**src/rtl/board_state_pkg.sv**
```systemverilog
// Shared chess encodings: square/piece widths, piece-type codes, sequencer
// states and the opening-position lookup used on reset and new game.
package board_state_pkg;

  localparam int SQ_W    = 6;
  localparam int PIECE_W = 4;
  localparam int NUM_SQ  = 64;

  localparam logic [PIECE_W-1:0] EMPTY = 4'h0;
  localparam logic               BLACK = 1'b1;
  localparam logic               WHITE = 1'b0;

  localparam logic [2:0] T_PAWN   = 3'd1;
  localparam logic [2:0] T_KNIGHT = 3'd2;
  localparam logic [2:0] T_BISHOP = 3'd3;
  localparam logic [2:0] T_ROOK   = 3'd4;
  localparam logic [2:0] T_QUEEN  = 3'd5;
  localparam logic [2:0] T_KING   = 3'd6;

  typedef enum logic [2:0] {IDLE, MV_CLR, MV_SET, UN_DST, UN_SRC} seqState_t;

  // Square address is {rank, file}; rank 0 is the white home rank.
  function automatic logic [PIECE_W-1:0] initSquare(input logic [SQ_W-1:0] sq);
    logic [2:0] rank;
    logic [2:0] file;
    logic [2:0] backType;
    rank = sq[5:3];
    file = sq[2:0];
    case (file)
      3'd0, 3'd7: backType = T_ROOK;
      3'd1, 3'd6: backType = T_KNIGHT;
      3'd2, 3'd5: backType = T_BISHOP;
      3'd3:       backType = T_QUEEN;
      default:    backType = T_KING;
    endcase
    case (rank)
      3'd0:    initSquare = {WHITE, backType};
      3'd1:    initSquare = {WHITE, T_PAWN};
      3'd6:    initSquare = {BLACK, T_PAWN};
      3'd7:    initSquare = {BLACK, backType};
      default: initSquare = EMPTY;
    endcase
  endfunction

endpackage

```
**src/rtl/board_state_if.sv**
```systemverilog
// Board port bundle: game_logic/display side drives "master", board_state
// holds the "slave" view.
interface board_state_if;
  import board_state_pkg::*;

  logic                      new_game;
  logic                      wr_en;
  logic [SQ_W-1:0]           wr_addr;
  logic [PIECE_W-1:0]        wr_piece;
  logic                      mv_req;
  logic [SQ_W-1:0]           mv_src;
  logic [SQ_W-1:0]           mv_dst;
  logic                      undo_req;
  logic                      mv_busy;
  logic                      mv_done;
  logic [PIECE_W-1:0]        captured;
  logic                      undo_valid;
  logic [NUM_SQ*PIECE_W-1:0] board_flat;
  logic [SQ_W-1:0]           rd_addr;
  logic [PIECE_W-1:0]        rd_piece;

  modport master (
    output new_game, wr_en, wr_addr, wr_piece, mv_req, mv_src, mv_dst,
           undo_req, rd_addr,
    input  mv_busy, mv_done, captured, undo_valid, board_flat, rd_piece
  );

  modport slave (
    input  new_game, wr_en, wr_addr, wr_piece, mv_req, mv_src, mv_dst,
           undo_req, rd_addr,
    output mv_busy, mv_done, captured, undo_valid, board_flat, rd_piece
  );
endinterface

```
**src/rtl/board_state.sv**
```systemverilog
// 64-square board register with a two-step move/undo sequencer, direct
// square writes, new-game load and a registered display read port.
module board_state
  import board_state_pkg::*;
(
  input  logic         Clk,
  input  logic         Reset,
  board_state_if.slave bus
);

  logic [PIECE_W-1:0] board [NUM_SQ];
  seqState_t          state;
  logic [SQ_W-1:0]    srcSq;
  logic [SQ_W-1:0]    dstSq;
  logic [PIECE_W-1:0] movedPc;
  logic [PIECE_W-1:0] capPc;
  logic               mvDone;
  logic [PIECE_W-1:0] capturedQ;
  logic               undoValid;
  logic [PIECE_W-1:0] rdPiece;

  // The latched move operands double as the undo record: a newer move only
  // overwrites them once it is underway, and an aborted one clears undoValid.
  always_ff @(posedge Clk) begin
    if (Reset || bus.new_game) begin
      for (int i = 0; i < NUM_SQ; i++) board[i] <= initSquare(SQ_W'(i));
      state     <= IDLE;
      mvDone    <= 1'b0;
      capturedQ <= EMPTY;
      undoValid <= 1'b0;
      rdPiece   <= EMPTY;
    end else begin
      rdPiece <= board[bus.rd_addr];
      mvDone  <= 1'b0;
      case (state)
        IDLE: begin
          if (bus.mv_req) begin
            if (bus.mv_src != bus.mv_dst) begin
              srcSq   <= bus.mv_src;
              dstSq   <= bus.mv_dst;
              movedPc <= board[bus.mv_src];
              capPc   <= board[bus.mv_dst];
              state   <= MV_CLR;
            end else begin
              mvDone <= 1'b1;
            end
          end else if (bus.undo_req) begin
            if (undoValid) state <= UN_DST;
          end else if (bus.wr_en) begin
            board[bus.wr_addr] <= bus.wr_piece;
            undoValid          <= 1'b0;
          end
        end
        MV_CLR: begin
          board[srcSq] <= EMPTY;
          state        <= MV_SET;
        end
        MV_SET: begin
          board[dstSq] <= movedPc;
          capturedQ    <= capPc;
          undoValid    <= 1'b1;
          mvDone       <= 1'b1;
          state        <= IDLE;
        end
        UN_DST: begin
          board[dstSq] <= capPc;
          state        <= UN_SRC;
        end
        UN_SRC: begin
          board[srcSq] <= movedPc;
          undoValid    <= 1'b0;
          capturedQ    <= EMPTY;
          mvDone       <= 1'b1;
          state        <= IDLE;
        end
        default: state <= IDLE;
      endcase
    end
  end

  for (genvar g = 0; g < NUM_SQ; g++) begin : gFlat
    assign bus.board_flat[PIECE_W*g +: PIECE_W] = board[g];
  end

  assign bus.mv_busy    = (state != IDLE);
  assign bus.mv_done    = mvDone;
  assign bus.captured   = capturedQ;
  assign bus.undo_valid = undoValid;
  assign bus.rd_piece   = rdPiece;

endmodule

```
**src/flat_wrapper.sv**
```systemverilog
// flat-port wrapper written by rule: the top's interface ports become plain ports
module board_state_flat import board_state_pkg::*;
  (Clk, Reset, bus_new_game, bus_wr_en, bus_wr_addr, bus_wr_piece, bus_mv_req, bus_mv_src, bus_mv_dst, bus_undo_req, bus_rd_addr, bus_mv_busy, bus_mv_done, bus_captured, bus_undo_valid, bus_board_flat, bus_rd_piece);
  board_state_if bus_i ();
  input  logic Clk;
  input  logic Reset;
  input wire logic [$bits(bus_i.new_game)-1:0] bus_new_game;
  input wire logic [$bits(bus_i.wr_en)-1:0] bus_wr_en;
  input wire logic [$bits(bus_i.wr_addr)-1:0] bus_wr_addr;
  input wire logic [$bits(bus_i.wr_piece)-1:0] bus_wr_piece;
  input wire logic [$bits(bus_i.mv_req)-1:0] bus_mv_req;
  input wire logic [$bits(bus_i.mv_src)-1:0] bus_mv_src;
  input wire logic [$bits(bus_i.mv_dst)-1:0] bus_mv_dst;
  input wire logic [$bits(bus_i.undo_req)-1:0] bus_undo_req;
  input wire logic [$bits(bus_i.rd_addr)-1:0] bus_rd_addr;
  output wire logic [$bits(bus_i.mv_busy)-1:0] bus_mv_busy;
  output wire logic [$bits(bus_i.mv_done)-1:0] bus_mv_done;
  output wire logic [$bits(bus_i.captured)-1:0] bus_captured;
  output wire logic [$bits(bus_i.undo_valid)-1:0] bus_undo_valid;
  output wire logic [$bits(bus_i.board_flat)-1:0] bus_board_flat;
  output wire logic [$bits(bus_i.rd_piece)-1:0] bus_rd_piece;
  assign bus_i.new_game = bus_new_game;
  assign bus_i.wr_en = bus_wr_en;
  assign bus_i.wr_addr = bus_wr_addr;
  assign bus_i.wr_piece = bus_wr_piece;
  assign bus_i.mv_req = bus_mv_req;
  assign bus_i.mv_src = bus_mv_src;
  assign bus_i.mv_dst = bus_mv_dst;
  assign bus_i.undo_req = bus_undo_req;
  assign bus_i.rd_addr = bus_rd_addr;
  assign bus_mv_busy = bus_i.mv_busy;
  assign bus_mv_done = bus_i.mv_done;
  assign bus_captured = bus_i.captured;
  assign bus_undo_valid = bus_i.undo_valid;
  assign bus_board_flat = bus_i.board_flat;
  assign bus_rd_piece = bus_i.rd_piece;
  board_state u_core (.Clk(Clk), .Reset(Reset), .bus(bus_i));
endmodule
```
**config.mk**
```make
export PLATFORM = sky130hd
export DESIGN_NAME = board_state_flat
export DESIGN_NICKNAME = d
export VERILOG_FILES = /design/src/rtl/board_state_pkg.sv /design/src/rtl/board_state_if.sv /design/src/rtl/board_state.sv /design/src/flat_wrapper.sv
export SDC_FILE = /design/constraint.sdc
export NUM_CORES = 1
export LEC_CHECK = 0
export BUFFER_PORTS_ARGS = -buffer_cell sky130_fd_sc_hd__buf_2
export CAP_MARGIN = 20
export CELL_PAD_IN_SITES_DETAIL_PLACEMENT = 0
export CELL_PAD_IN_SITES_GLOBAL_PLACEMENT = 1
export CORE_MARGIN = 5
export CORE_UTILIZATION = 43
export DETAILED_ROUTE_END_ITERATION = 10
export PLACE_DENSITY_LB_ADDON = 0.1
export REMOVE_ABC_BUFFERS = 1
export SLEW_MARGIN = 20
export SYNTH_ARGS = -nofsm -noshare
export SYNTH_HDL_FRONTEND = slang
export SYNTH_SLANG_ARGS = --single-unit
```
**constraint.sdc**
```tcl
create_clock -name Clk -period 3.4 [get_ports Clk]
set_input_delay 0.17 -clock Clk [delete_from_list [all_inputs] [get_ports Clk]]
set_output_delay 0.17 -clock Clk [all_outputs]
set_load 0.01 [all_outputs]
```
==> results.py <==
metrics = {
    "timing": {
        "setup_viol_count_final": 0,
        "worst_slack_ns": 0.106,
        "finalSetupTns_ns": 0,
        "hold_viol": 0,
        "rsz0062_at_grt": "no",
        "worst_pin_slew_ns": 0.948,
        "clock.fmax_ghz": 0.304,
        "min_period_ns": 3.29,
        "slew_headroom": 0.361,
        "timing.final.crit_share": 0.969,
        "hold_ws_ns": 0.0673,
        "drv_slew": 0,
        "clock_skew_ns": 0.0230,
    },
    "power": {
        "power.internal_mw": 7.09,
        "switchingPower_mw": 2.66,
        "p_per_area_nw_per_um2": 438,
        "p_clk_frac": 0.409,
        "power.total_mw": 9.75,
        "total_leakage_power_nw": 7.82,
        "seqPwrFrac": 0.427,
        "vdd_drop_max_uv": 285,
        "swShare": 0.272,
        "pwr-share-comb": 0.164,
    },
    "floorplan": {
        "die_area_sq_um": 47200,
        "die_y_um": 217,
        "core_sq_um": 42800,
        "rows": 76,
        "start_util": 0.431,
        "dieWidth_um": 217,
        "ioPinCount": 301,
    },
    "global_route": {
        "grt_max_degree": 57,
        "grt.total_usage": 0.310,
        "gr-max-usage-layer": "met2",
        "grt_pass1_wl_um": 106000,
        "antenna_found_initial": 3,
        "use_met3": 0.0739,
        "first_global_vias": 14700,
        "grtUsageMet1": 0.426,
        "grt.met2_usage": 0.485,
        "overflow": 0,
    },
    "routing": {
        "drt-initial-drc-count": 1885,
        "postRouteAntennaNets": 0,
        "wl_per_cell_um": 34.2,
        "finalWirelength_um": 74500,
        "viasPerCell": 6.93,
        "dr.pass1.iters": 5,
        "num_vias": 15100,
        "drc": 0,
    },
    "placement": {
        "hpwlAfterDp_um": 54800,
        "pre_cts_slack_ns": 0.232,
        "gp_congestion": 0.912,
        "place_inst": 2111,
        "io_buffers": 300,
        "place_area_sq_um": 21000,
    },
    "worst_setup_path": {
        "crit_required_ns": 3.54,
        "cp-end-kind": "flop",
        "r2r-start": "u_core.state[1]$_SDFFE_PP0P_",
        "startpoint": "u_core.state[1]$_SDFFE_PP0P_",
        "r2r_slack_ns": 0.11,
        "crit_fanout": 25,
        "path_class": "reg2reg",
        "reg2regPathDepth": 5,
        "max_stage_delay_ns": 0.88,
        "critical-path-slowest-cell": "o21ai_0",
        "worst_setup_path_start_kind": "flop",
        "reg2reg_to": "u_core.board[16][0]$_SDFFCE_PN0P_",
        "path_cells": "or4b_1 > buf_12 > o22ai_4 > nand4_4 > o21ai_0",
        "cp.arrival_ns": 3.44,
    },
    "cells_and_area": {
        "drive_gt1_frac": 0.465,
        "post-route-cell-area_sq_um": 22300,
        "nets": 1641,
        "utilization": 0.520,
        "area_delta_synth_final_pct": 20.7,
        "final_cells": 2177,
    },
    "clock_network": {
        "ctsResizeCount": 0,
        "cts.clk_slew.worst_paths_ns": 0.06,
        "cts_tree": "built",
        "clockBufferDepth": 3,
        "root_buffer": "clkbuf_16",
        "h-tree-depth": 2,
        "clk_latency_ns": 0.54,
        "numCtsBuffers": 36,
        "numClockSinks": 289,
    },
    "synthesis": {
        "synth_edf_count": 276,
        "async_flop_share": 0,
        "syn_inst": 1307,
        "synthTopCellsByArea": "edfxtp_1, mux4_2, mux2i_1",
        "avgSynthCellArea_sq_um": 14.1,
        "ys.flop_type": "edfxtp_1",
        "yosys_warnings": 0,
        "ys_types": 80,
        "synth.yosys.seq_area_share": 0.463,
        "synth-seq-cells": 289,
        "yosysMostFrequentCell": "edfxtp_1",
        "syn_area_sq_um": 18500,
        "yosysTopAreaCellShare": 0.449,
        "synthTopCellsByCount": "edfxtp_1, mux4_2, nor3_1",
        "synth_top_cell_by_area": "edfxtp_1",
    },
    "run": {
        "cap_violations": 0,
    },
    "status": {
        "outcome": "finished, final reports clean",
    },
    "hold_path": {
        "holdCritStartpoint": "bus_mv_src[3]",
        "min_path_type": "in2reg",
        "hold_depth": 1,
        "holdPathEnd": "u_core.srcSq[3]$_DFFE_PP_",
    },
}
## worst max-delay path: cells and delay by family (launching register included)
family | cells | cell delay (ns)
buf+inv | 1 | 0.20
flops | 1 | 0.52
simple gates | 2 | 0.93
compound gates | 2 | 1.24
## cells by family (layout without fill, tap and decap cells)
group | after synthesis | count (layout) | share of synthesized area
buffers and inverters | 173 | 495 | 0.0446
and+or+nand+nor | 376 | 376 | 0.120
xor gates and xnor gates | 8 | 8 | 0.00380
muxes | 274 | 274 | 0.289
DFF | 289 | 289 | 0.463
AOI/OAI and AO/OA | 187 | 187 | 0.0793
other | 0 | 2 | 0
## placed cells by master, fill, tap and decap left out, types with 18 or more instances in the layout
| cell | synthesis | routed |
|---|---|---|
| buf_2 | 64 | 295 |
| edfxtp_1 | 276 | 276 |
| mux4_2 | 206 | 206 |
| buf_4 | 5 | 120 |
| nor3_1 | 101 | 99 |
| nor2_1 | 61 | 61 |
| mux2i_1 | 59 | 59 |
| nor4_1 | 58 | 58 |
| o21ai_0 | 37 | 37 |
| clkbuf_16 | 0 | 37 |
| nand3_1 | 37 | 36 |
| o31ai_1 | 26 | 26 |
| nand4_1 | 24 | 24 |
| nand2_1 | 21 | 21 |
| nor2b_1 | 18 | 18 |
## cell type report
class | instances | area [sq um]
fillers | 3733 | 20500
multi-input cells | 845 | 9140
flip-flops and latches | 289 | 8550
clock inverters | 19 | 264
repair buffers | 432 | 2680
well taps | 546 | 683
inverters | 3 | 11.3
diodes | 2 | 5.00
clock buffers | 41 | 941
## flip-flops by register name, summed over array words and instances, names as in the netlist
register	cells
u_core.srcSq	6
u_core.capPc	4
u_core.board	256
u_core.dstSq	6
u_core.state	3
u_core.bus.undo_valid	1
u_core.movedPc	4
u_core.bus.rd_piece	4
u_core.bus.mv_done	1
u_core.bus.captured	4
## per-layer routing
layer | vias up | wire length [um]
met5 | - | 0
met4 | 0 | 3060
met3 | 157 | 7870
met2 | 1037 | 35200
met1 | 7776 | 28400
li1 | 6111 | -
## what timing repair did
action,4_1_cts,5_1_grt
hold endpoints to repair,5,0
hold buffers,4,0
buffers inserted,0,0
## how the worst max path moves through the flow
stage          cells after the start  slack, ns                                 to
2_1_floorplan                      4      -1.46  u_core.board[13][0]$_SDFFCE_PN1P_
3_3_place_gp                       6       0.23  u_core.board[16][2]$_SDFFCE_PN0P_
3_5_place_dp                       5       0.23  u_core.board[16][2]$_SDFFCE_PN0P_
4_1_cts                            5       0.21  u_core.board[16][0]$_SDFFCE_PN0P_
5_1_grt                            6       0.02  u_core.board[16][0]$_SDFFCE_PN0P_
6_report                           5       0.11  u_core.board[16][0]$_SDFFCE_PN0P_
## power groups by stage
stage / logic, mW / registers, mW / clock network [mW]
2_1_floorplan: 0.718 / 4.22 / 0
3_3_place_gp: 1.56 / 4.23 / 0
3_5_place_dp: 1.58 / 4.23 / 0
4_1_cts: 1.59 / 4.16 / 4.02
5_1_grt: 1.67 / 4.17 / 4.17
6_report: 1.60 / 4.16 / 3.99
Note: power is estimated with default switching activity, not from simulation.
